<file path="config.mk">
export PLATFORM = sky130hd
export DESIGN_NAME = apb_master_bridge_flat
export DESIGN_NICKNAME = d
export VERILOG_FILES = /design/src/rtl/apb_master_bridge_if.sv /design/src/rtl/apb_master_bridge.sv /design/src/flat_wrapper.sv
export SDC_FILE = /design/constraint.sdc
export NUM_CORES = 1
export LEC_CHECK = 0
export BUFFER_PORTS_ARGS = -buffer_cell sky130_fd_sc_hd__buf_2
export CAP_MARGIN = 25
export CELL_PAD_IN_SITES_DETAIL_PLACEMENT = 2
export CELL_PAD_IN_SITES_GLOBAL_PLACEMENT = 2
export CORE_MARGIN = 4
export CORE_UTILIZATION = 30
export DETAILED_ROUTE_END_ITERATION = 8
export HOLD_SLACK_MARGIN = 0.1
export PLACE_DENSITY_LB_ADDON = 0.05
export SYNTH_ARGS = -nofsm -noshare
export SYNTH_HDL_FRONTEND = slang
export SYNTH_SLANG_ARGS = --single-unit
</file>
<file path="constraint.sdc">
create_clock -name clock -period 5.5 [get_ports clock]
set_input_delay 0.275 -clock clock [delete_from_list [all_inputs] [get_ports clock]]
set_output_delay 0.275 -clock clock [all_outputs]
set_load 0.05 [all_outputs]
</file>
<file path="src/rtl/apb_master_bridge_if.sv">
// Request/response handshake and APB bus bundle for apb_master_bridge.
// The master modport is the bridge side and the slave modport is the environment side.
`timescale 1ns/1ps
interface apb_master_bridge_if #(
    parameter int DATA_WIDTH    = 32,
    parameter int ADDRESS_WIDTH = 32,
    parameter int NO_OF_SLAVES  = 4
);
    logic                     req_valid;
    logic                     req_ready;
    logic                     req_write;
    logic [ADDRESS_WIDTH-1:0] req_addr;
    logic [DATA_WIDTH-1:0]    req_wdata;

    logic                     rsp_valid;
    logic                     rsp_ready;
    logic [DATA_WIDTH-1:0]    rsp_rdata;
    logic                     rsp_slverr;
    logic                     rsp_timeout;

    logic [NO_OF_SLAVES-1:0]  PSELx;
    logic                     PENABLE;
    logic [ADDRESS_WIDTH-1:0] PADDR;
    logic                     PWRITE;
    logic [DATA_WIDTH-1:0]    PWDATA;
    logic [DATA_WIDTH-1:0]    PRDATA [NO_OF_SLAVES];
    logic [NO_OF_SLAVES-1:0]  PREADY;
    logic [NO_OF_SLAVES-1:0]  PSLVERR;

    modport master (
        input  req_valid, req_write, req_addr, req_wdata, rsp_ready,
        input  PRDATA, PREADY, PSLVERR,
        output req_ready, rsp_valid, rsp_rdata, rsp_slverr, rsp_timeout,
        output PSELx, PENABLE, PADDR, PWRITE, PWDATA
    );

    modport slave (
        output req_valid, req_write, req_addr, req_wdata, rsp_ready,
        output PRDATA, PREADY, PSLVERR,
        input  req_ready, rsp_valid, rsp_rdata, rsp_slverr, rsp_timeout,
        input  PSELx, PENABLE, PADDR, PWRITE, PWDATA
    );
endinterface

</file>
<file path="src/rtl/apb_master_bridge.sv">
// Single-request APB master: decodes the request address to one slave select,
// runs SETUP/ACCESS with a wait-state timeout and returns one response per request.
`timescale 1ns/1ps
module apb_master_bridge #(
    parameter int DATA_WIDTH    = 32,
    parameter int ADDRESS_WIDTH = 32,
    parameter int NO_OF_SLAVES  = 4,
    parameter int BASE_SHIFT    = 12,
    parameter int TIMEOUT       = 16
) (
    input  logic              clock,
    input  logic              reset,
    apb_master_bridge_if.master bus
);
    localparam int IDX_W = (NO_OF_SLAVES > 1) ? $clog2(NO_OF_SLAVES) : 1;
    localparam int CNT_W = $clog2(TIMEOUT + 2);

    typedef enum logic [1:0] {IDLE, SETUP, ACCESS, RESP} state_t;

    state_t                   state;
    logic [IDX_W-1:0]         sel_idx;
    logic [CNT_W-1:0]         wait_cnt;
    logic [CNT_W-1:0]         wait_nxt;
    logic [ADDRESS_WIDTH-1:0] req_idx;
    logic                     lane_ready;
    logic                     lane_err;
    logic [DATA_WIDTH-1:0]    lane_rdata;

    assign req_idx    = bus.req_addr >> BASE_SHIFT;
    assign wait_nxt   = wait_cnt + CNT_W'(1);
    // Only the addressed lane is looked at; the others may carry anything.
    assign lane_ready = bus.PREADY[sel_idx];
    assign lane_err   = bus.PSLVERR[sel_idx];
    assign lane_rdata = bus.PRDATA[sel_idx];

    always_ff @(posedge clock or posedge reset) begin
        if (reset) begin
            state           <= IDLE;
            sel_idx         <= '0;
            wait_cnt        <= '0;
            bus.req_ready   <= 1'b1;
            bus.rsp_valid   <= 1'b0;
            bus.rsp_rdata   <= '0;
            bus.rsp_slverr  <= 1'b0;
            bus.rsp_timeout <= 1'b0;
            bus.PSELx       <= '0;
            bus.PENABLE     <= 1'b0;
            bus.PADDR       <= '0;
            bus.PWRITE      <= 1'b0;
            bus.PWDATA      <= '0;
        end else begin
            case (state)
                IDLE: begin
                    if (bus.req_valid) begin
                        bus.req_ready <= 1'b0;
                        if (req_idx >= ADDRESS_WIDTH'(NO_OF_SLAVES)) begin
                            // Unmapped region: answer with an error, never touch the bus.
                            bus.rsp_valid   <= 1'b1;
                            bus.rsp_rdata   <= '0;
                            bus.rsp_slverr  <= 1'b1;
                            bus.rsp_timeout <= 1'b0;
                            state           <= RESP;
                        end else begin
                            bus.PADDR   <= bus.req_addr;
                            bus.PWRITE  <= bus.req_write;
                            bus.PWDATA  <= bus.req_wdata;
                            bus.PSELx   <= NO_OF_SLAVES'(1) << req_idx[IDX_W-1:0];
                            bus.PENABLE <= 1'b0;
                            sel_idx     <= req_idx[IDX_W-1:0];
                            wait_cnt    <= '0;
                            state       <= SETUP;
                        end
                    end
                end
                SETUP: begin
                    bus.PENABLE <= 1'b1;
                    state       <= ACCESS;
                end
                ACCESS: begin
                    if (lane_ready) begin
                        bus.rsp_valid   <= 1'b1;
                        bus.rsp_rdata   <= bus.PWRITE ? '0 : lane_rdata;
                        bus.rsp_slverr  <= lane_err;
                        bus.rsp_timeout <= 1'b0;
                        bus.PSELx       <= '0;
                        bus.PENABLE     <= 1'b0;
                        state           <= RESP;
                    end else begin
                        wait_cnt <= wait_nxt;
                        if (TIMEOUT != 0 && wait_nxt == CNT_W'(TIMEOUT)) begin
                            bus.rsp_valid   <= 1'b1;
                            bus.rsp_rdata   <= '0;
                            bus.rsp_slverr  <= 1'b1;
                            bus.rsp_timeout <= 1'b1;
                            bus.PSELx       <= '0;
                            bus.PENABLE     <= 1'b0;
                            state           <= RESP;
                        end
                    end
                end
                RESP: begin
                    if (bus.rsp_ready) begin
                        bus.rsp_valid <= 1'b0;
                        bus.req_ready <= 1'b1;
                        state         <= IDLE;
                    end
                end
                default: state <= IDLE;
            endcase
        end
    end
endmodule

</file>
<file path="src/flat_wrapper.sv">
// flat-port wrapper written by rule: the top's interface ports become plain ports
module apb_master_bridge_flat 
#(
    parameter int DATA_WIDTH    = 32,
    parameter int ADDRESS_WIDTH = 32,
    parameter int NO_OF_SLAVES  = 4,
    parameter int BASE_SHIFT    = 12,
    parameter int TIMEOUT       = 16
)
  (clock, reset, bus_req_valid, bus_req_write, bus_req_addr, bus_req_wdata, bus_rsp_ready, bus_PRDATA, bus_PREADY, bus_PSLVERR, bus_req_ready, bus_rsp_valid, bus_rsp_rdata, bus_rsp_slverr, bus_rsp_timeout, bus_PSELx, bus_PENABLE, bus_PADDR, bus_PWRITE, bus_PWDATA);
  apb_master_bridge_if #(.DATA_WIDTH(DATA_WIDTH), .ADDRESS_WIDTH(ADDRESS_WIDTH), .NO_OF_SLAVES(NO_OF_SLAVES)) bus_i ();
  input  logic clock;
  input  logic reset;
  input wire logic [$bits(bus_i.req_valid)-1:0] bus_req_valid;
  input wire logic [$bits(bus_i.req_write)-1:0] bus_req_write;
  input wire logic [$bits(bus_i.req_addr)-1:0] bus_req_addr;
  input wire logic [$bits(bus_i.req_wdata)-1:0] bus_req_wdata;
  input wire logic [$bits(bus_i.rsp_ready)-1:0] bus_rsp_ready;
  input wire logic [$bits(bus_i.PRDATA)-1:0] bus_PRDATA;
  input wire logic [$bits(bus_i.PREADY)-1:0] bus_PREADY;
  input wire logic [$bits(bus_i.PSLVERR)-1:0] bus_PSLVERR;
  output wire logic [$bits(bus_i.req_ready)-1:0] bus_req_ready;
  output wire logic [$bits(bus_i.rsp_valid)-1:0] bus_rsp_valid;
  output wire logic [$bits(bus_i.rsp_rdata)-1:0] bus_rsp_rdata;
  output wire logic [$bits(bus_i.rsp_slverr)-1:0] bus_rsp_slverr;
  output wire logic [$bits(bus_i.rsp_timeout)-1:0] bus_rsp_timeout;
  output wire logic [$bits(bus_i.PSELx)-1:0] bus_PSELx;
  output wire logic [$bits(bus_i.PENABLE)-1:0] bus_PENABLE;
  output wire logic [$bits(bus_i.PADDR)-1:0] bus_PADDR;
  output wire logic [$bits(bus_i.PWRITE)-1:0] bus_PWRITE;
  output wire logic [$bits(bus_i.PWDATA)-1:0] bus_PWDATA;
  assign bus_i.req_valid = bus_req_valid;
  assign bus_i.req_write = bus_req_write;
  assign bus_i.req_addr = bus_req_addr;
  assign bus_i.req_wdata = bus_req_wdata;
  assign bus_i.rsp_ready = bus_rsp_ready;
  assign bus_i.PRDATA = {>>{bus_PRDATA}};
  assign bus_i.PREADY = bus_PREADY;
  assign bus_i.PSLVERR = bus_PSLVERR;
  assign bus_req_ready = bus_i.req_ready;
  assign bus_rsp_valid = bus_i.rsp_valid;
  assign bus_rsp_rdata = bus_i.rsp_rdata;
  assign bus_rsp_slverr = bus_i.rsp_slverr;
  assign bus_rsp_timeout = bus_i.rsp_timeout;
  assign bus_PSELx = bus_i.PSELx;
  assign bus_PENABLE = bus_i.PENABLE;
  assign bus_PADDR = bus_i.PADDR;
  assign bus_PWRITE = bus_i.PWRITE;
  assign bus_PWDATA = bus_i.PWDATA;
  apb_master_bridge #(.DATA_WIDTH(DATA_WIDTH), .ADDRESS_WIDTH(ADDRESS_WIDTH), .NO_OF_SLAVES(NO_OF_SLAVES), .BASE_SHIFT(BASE_SHIFT), .TIMEOUT(TIMEOUT)) u_core (.clock(clock), .reset(reset), .bus(bus_i));
endmodule
</file>
Word-level counts from Yosys, hierarchy flattened:

Index checks and enable logic that the tools add are counted.

* add/sub/neg operators: 1
* magnitude comparators: 3
* eq/ne operators: 10
* shifts and indexed selects: 1
* multiplexer cells: 48
* bitwise gates (word level): 2
* reductions and logical operators: 13

Operator list (number)
* $mux 32: 7
* $bmux 32 s2: 1
* $pmux 32 s2: 1
* $ge 20x3->1 const B: 1
* $mux 1: 17
* $mux 4: 4
* $reduce_and 4->1: 4
* $mux 5: 3
* $mux 2: 5
* $pmux 5 s2: 1
* $reduce_and 3->1: 3
* $ne 2x2->1 const B: 4
* $pmux 2 s4: 1
* $pmux 4 s2: 1
* $pmux 1 s2: 3
* $pmux 1 s3: 2
* $reduce_bool 3->1: 2
* $add 5x1->5 const B: 1
* $eq 5x5->1 const B: 1
* $reduce_and 5->1: 1
* $bmux 1 s2: 2
* $eq 2x2->1 const B: 2
* $reduce_bool 2->1: 2
* $shl 1x2->4 const A: 1
* 8 further kinds: 8

* flip-flop bits (word level): 115
* bits of input ports: 205
* output and inout bits: 106
* logic and storage cells: 91

Longest topological paths before layout:

* depth in word-level cells: 7
* mapped depth: 10
* depth with buffers taken out: 7

Worst setup path before layout:

OpenSTA, ideal clock, no wires.

* path type: reg2reg
* start point: register u_core.bus.PADDR[13] (netlist name)
* end point: register u_core.bus.rsp_rdata[0]
* setup time: 0.125 ns
* arrival time: 2.232 ns
* required time: 5.375 ns
* setup slack: 3.143 ns
* cell stages (with the launch flop): 9
* path buffers: 3
* period minus slack after synthesis: 2.357 ns
* cell sequence: dfrtp_1 buf_6 mux2_4 o22ai_4 o21a_2 a221o_1 buf_6 buf_8 mux2_4

RTL lines
* end signal, assigned: line apb_master_bridge.sv:82 `bus.rsp_rdata <= bus.PWRITE ? '0 : lane_rdata;`
* end, declared: line apb_master_bridge_if.sv:33 `output req_ready, rsp_valid, rsp_rdata, rsp_slverr, rsp_timeout,`

Worst setup path after layout:

* start point: register u_core.state[0]
* end point: register u_core.bus.rsp_rdata[29]

* word-level cells in the longest chain between the ends: 3
* elaborated cells on any way between the ends: 8
* classes of those cells: eq/ne (4); mux (1); reduce/logical (3)

Ends and longest elaborated chain
* start, declared: line apb_master_bridge.sv:20 `state_t state;`
* start signal, assigned: line apb_master_bridge.sv:38 `state <= IDLE;`
* start signal, assigned: line apb_master_bridge.sv:62 `state <= RESP;`
* start signal, assigned: line apb_master_bridge.sv:71 `state <= SETUP;`
* $eq 2x2->1 / $logic_not 2->1 (equally long branches): line apb_master_bridge.sv:52 `case (state)`
* $ne 3x1->1 (no line), or another cell as far along
* $reduce_and 4->1 (no line)

Several ways; a longest one is shown, not always the timed one.
A chain may end at the register's enable or synchronous reset.

==> metrics.md <==
| Metric | Value |
|---|---|
| Status | `completed` |
| Die Area | `0.0215 mm²` |
| Synth Area in XOR/XNOR | `0` |
| Overall routed net length | `18.9 mm` |
| Ys async rst share | `1.00` |
| Drt drc | `0` |
| Worst slew pin tran | `0.835 ns` |
| Synth Area in Compound Gates | `0.0248` |
| Via count | `4682` |
| First element of the critical path | `u_core.state[0]$_DFFE_PP0P_` |
| Yosys top cell area share | `0.487` |
| Yosys warns | `0` |
| Internal power | `2.27 mW` |
| CP arrival | `3.33 ns` |
| Largest family of logic cells by synthesized area | `multiplexers` |
| Comb pwr share | `0.404` |
| Adder-cell share of the synthesized area | `0.0130` |
| Most frequent cell after synthesis | `dfrtp_1` |
| Post-DP HPWL | `14.4 mm` |
| Antenna-violating nets left | `0` |
| Post-Syn Instances | `394` |
| IO Pins | `311` |
| Vias in the first global route | `5452` |
| Sink Count | `113` |
| Most used DFF post-synth | `dfrtp_1` |
| Core area | `0.0188 mm²` |
| Layout cell share with drive strength beyond 1 | `0.629` |
| Simple-Gate Fraction of Synth Area | `0.108` |
| Syn_nets | `605` |
| Worst path required time | `5.79 ns` |
| Clock Skew | `0.00757 ns` |
| Fin crit share | `0.553` |
| Gr usage total | `0.173` |
| Average vias per placed instance | `4.74` |
| Reg power frac | `0.298` |
| Seq cells post-synth | `113` |
| Max-cap viol count | `0` |
| Leak | `4.51 nW` |
| Row cnt | `50` |
| Netlist cell types | `45` |
| Antenna violations before repair | `5` |
| H-tree depth | `4` |
| Min Tclk post-route | `3.04 ns` |
| Die H | `147 µm` |
| Clock power share | `0.298` |
| Sw Pwr | `1.51 mW` |
| Wire per inst | `19.1 µm` |
| Die extent in x | `147 µm` |
| Setup TNS | `0 ns` |
| CP Max Fanout | `20` |
| Clk Latency, worst-skew pair | `0.41 ns` |
| Post-synth EDFFs | `0` |
| Setup violations, final | `0` |
| Routability cong. | `0.756` |
| Final nets | `950` |
| Resized cells post-CTS | `0` |
| Fmax | `0.329 GHz` |
| Post-synthesis mux area share | `0.328` |
| Reg-to-Reg Start | `u_core.state[0]$_DFFE_PP0P_` |
| CP startpoint kind | `flip-flop` |
| WS Path Type | `flip-flop to flip-flop` |
| Worst hold-check path type | `input pin to flip-flop` |
| First-pass DRT Iterations | `4` |
| Port Buffers | `310` |
| Initial Util | `0.307` |
| CP Capture Type | `flip-flop` |
| Post-synth top cells | `112 x dfrtp_1, 50 x nor2b_1, 49 x mux2_2, 33 x mux2_4, 33 x mux4_2` |
| Switching Share | `0.400` |
| CTS tree | `yes` |
| Clk root buf | `clkbuf_16` |
| Post-synthesis sequential area ratio | `0.491` |
| Remaining Overflow, GRT | `0` |
| Worst-path clk slew | `0.06 ns` |
| Num CTS Buffers | `17` |
| Max Slew Vio Count | `0` |
| Peak supply drop | `0.186 mV` |
| Slew HR | `0.444` |
| HP Start | `bus_req_wdata[14]` |
| Synth top area cells | `dfrtp_1 49%, mux4_2 13%, mux2_2 9.6%` |
| Post-Syn Area | `0.00576 mm²` |
| Global-route wire length before repair | `29.6 mm` |
| Hold Vio Cnt, Final | `0` |
| Starting DRT DRC Count | `64` |
| Area grow syn2layout | `47.0%` |
| Synth area leader | `dfrtp_1` |
| Final core utilization | `0.451` |
| RSZ-0062 raised after global routing | `false` |
| Largest net degree at the start of global routing | `65` |
| PwrDens | `447 mW/mm²` |
| Clk buf depth | `2` |
| Avg Cell Area, Syn | `14.6 µm²` |
==> final timing paths <==
path                                                   endpoint  slack, ns  depth (start not counted)
setup / recovery           u_core.bus.rsp_rdata[29]$_DFFE_PP0P_       2.46                          8
hold / removal                u_core.bus.PWDATA[14]$_DFFE_PP0P_       0.12                          2
setup reg to reg           u_core.bus.rsp_rdata[29]$_DFFE_PP0P_       2.46                          8
hold reg to reg            u_core.bus.rsp_rdata[29]$_DFFE_PP0P_       0.49                          1
max in group asynchronous      u_core.bus.PADDR[12]$_DFFE_PP0P_       3.64                          4
min in group asynchronous     u_core.bus.PWDATA[29]$_DFFE_PP0P_       0.52                          3
==> worst max-delay path, cell delays in order, from the launching register on <==
cell and delay (ns):
dfrtp_1 0.40, inv_1 0.14, ha_1 0.61, nand2_1 0.19, o22ai_4 0.25, o21a_2 0.21, a221o_2 0.49, buf_12 0.27
mux2_1 0.33
==> metal layers <==
metal,track usage,part of all wire
met2,0.306,0.51
met1,0.196,0.39
met4,0.0494,0.015
met3,0.0646,0.086
met5,0,0.0032
==> power by group through the flow <==
stage | sequential [mW] | clock, mW | combinational [mW]
after global routing | 1.15 | 1.20 | 1.63
after detailed placement | 1.13 | 0 | 1.54
after global placement | 1.13 | 0 | 1.48
final | 1.13 | 1.13 | 1.53
after floorplan | 1.63 | 0 | 0.651
after CTS | 1.13 | 1.16 | 1.56
==> metrics by stage <==
stage	cell area (µm²)	setup slack, ns	hold slack, ns	power, mW	instances
floorplan	5760	2.24	0.427	2.28	394
global placement	7480	2.36	0.402	2.61	918
detailed placement	7500	2.39	0.421	2.67	919
CTS	8450	2.39	0.101	3.85	985
global route	8470	2.23	0.108	3.98	987
finish	8470	2.46	0.115	3.78	987
==> area by class of cell <==
cell class / instances / area [µm²]
multi-input cells: 247 / 2740
inverters: 9 / 36.3
clock inverters: 14 / 181
well taps: 234 / 293
clock buffers: 18 / 429
flip-flops and latches: 113 / 2830
fillers: 1940 / 10300
diodes: 1 / 2.50
repair buffers: 351 / 1960
==> cells in the final DEF, fill, tap and decap left out, drive strengths merged, types with 2 or more instances in the layout <==
master / Yosys / final
nor4: 5 / 5
o211ai: 2 / 2
dfrtp: 112 / 112
mux4: 33 / 33
clkinv: 0 / 4
nor3b: 3 / 3
nor3: 4 / 4
clkinvlp: 0 / 4
nand3b: 2 / 2
nor2: 5 / 5
and4b: 2 / 2
o21ai: 3 / 3
nor2b: 50 / 50
nand3: 8 / 8
nand4b: 2 / 2
bufinv: 0 / 3
nand2: 9 / 9
buf: 18 / 316
a21oi: 4 / 4
or4b: 2 / 2
mux2: 90 / 90
clkbuf: 7 / 18
dlygate4sd3: 0 / 35
nand2b: 3 / 3
ha: 6 / 6
inv: 9 / 12
==> flip-flops by register name (all words and copies together), names as in the netlist <==
register and cells:
u_core.bus.rsp_valid 1, u_core.bus.rsp_slverr 1, u_core.bus.PADDR 32, u_core.state 2, u_core.bus.rsp_rdata 32, u_core.bus.PSELx 4
u_core.bus.rsp_timeout 1, u_core.bus.PWDATA 32, u_core.bus.PENABLE 1, u_core.wait_cnt 5, u_core.bus.req_ready 1, u_core.bus.PWRITE 1
==> cell families (layout without fill, tap and decap cells) <==
family,Yosys count,in the layout
DFF,113,113
buffers and inverters,34,392
AOI/OAI and AO/OA,18,18
other,0,1
and+or+nand+nor,99,99
muxes,124,124
adders and majority gates,6,6
==> timing repair <==
action                                 4_1_cts  5_1_grt
buffers inserted                             0        0
hold buffers                                34        1
endpoints found under the hold margin       82        1
Note: power is estimated with default switching activity, not from simulation.
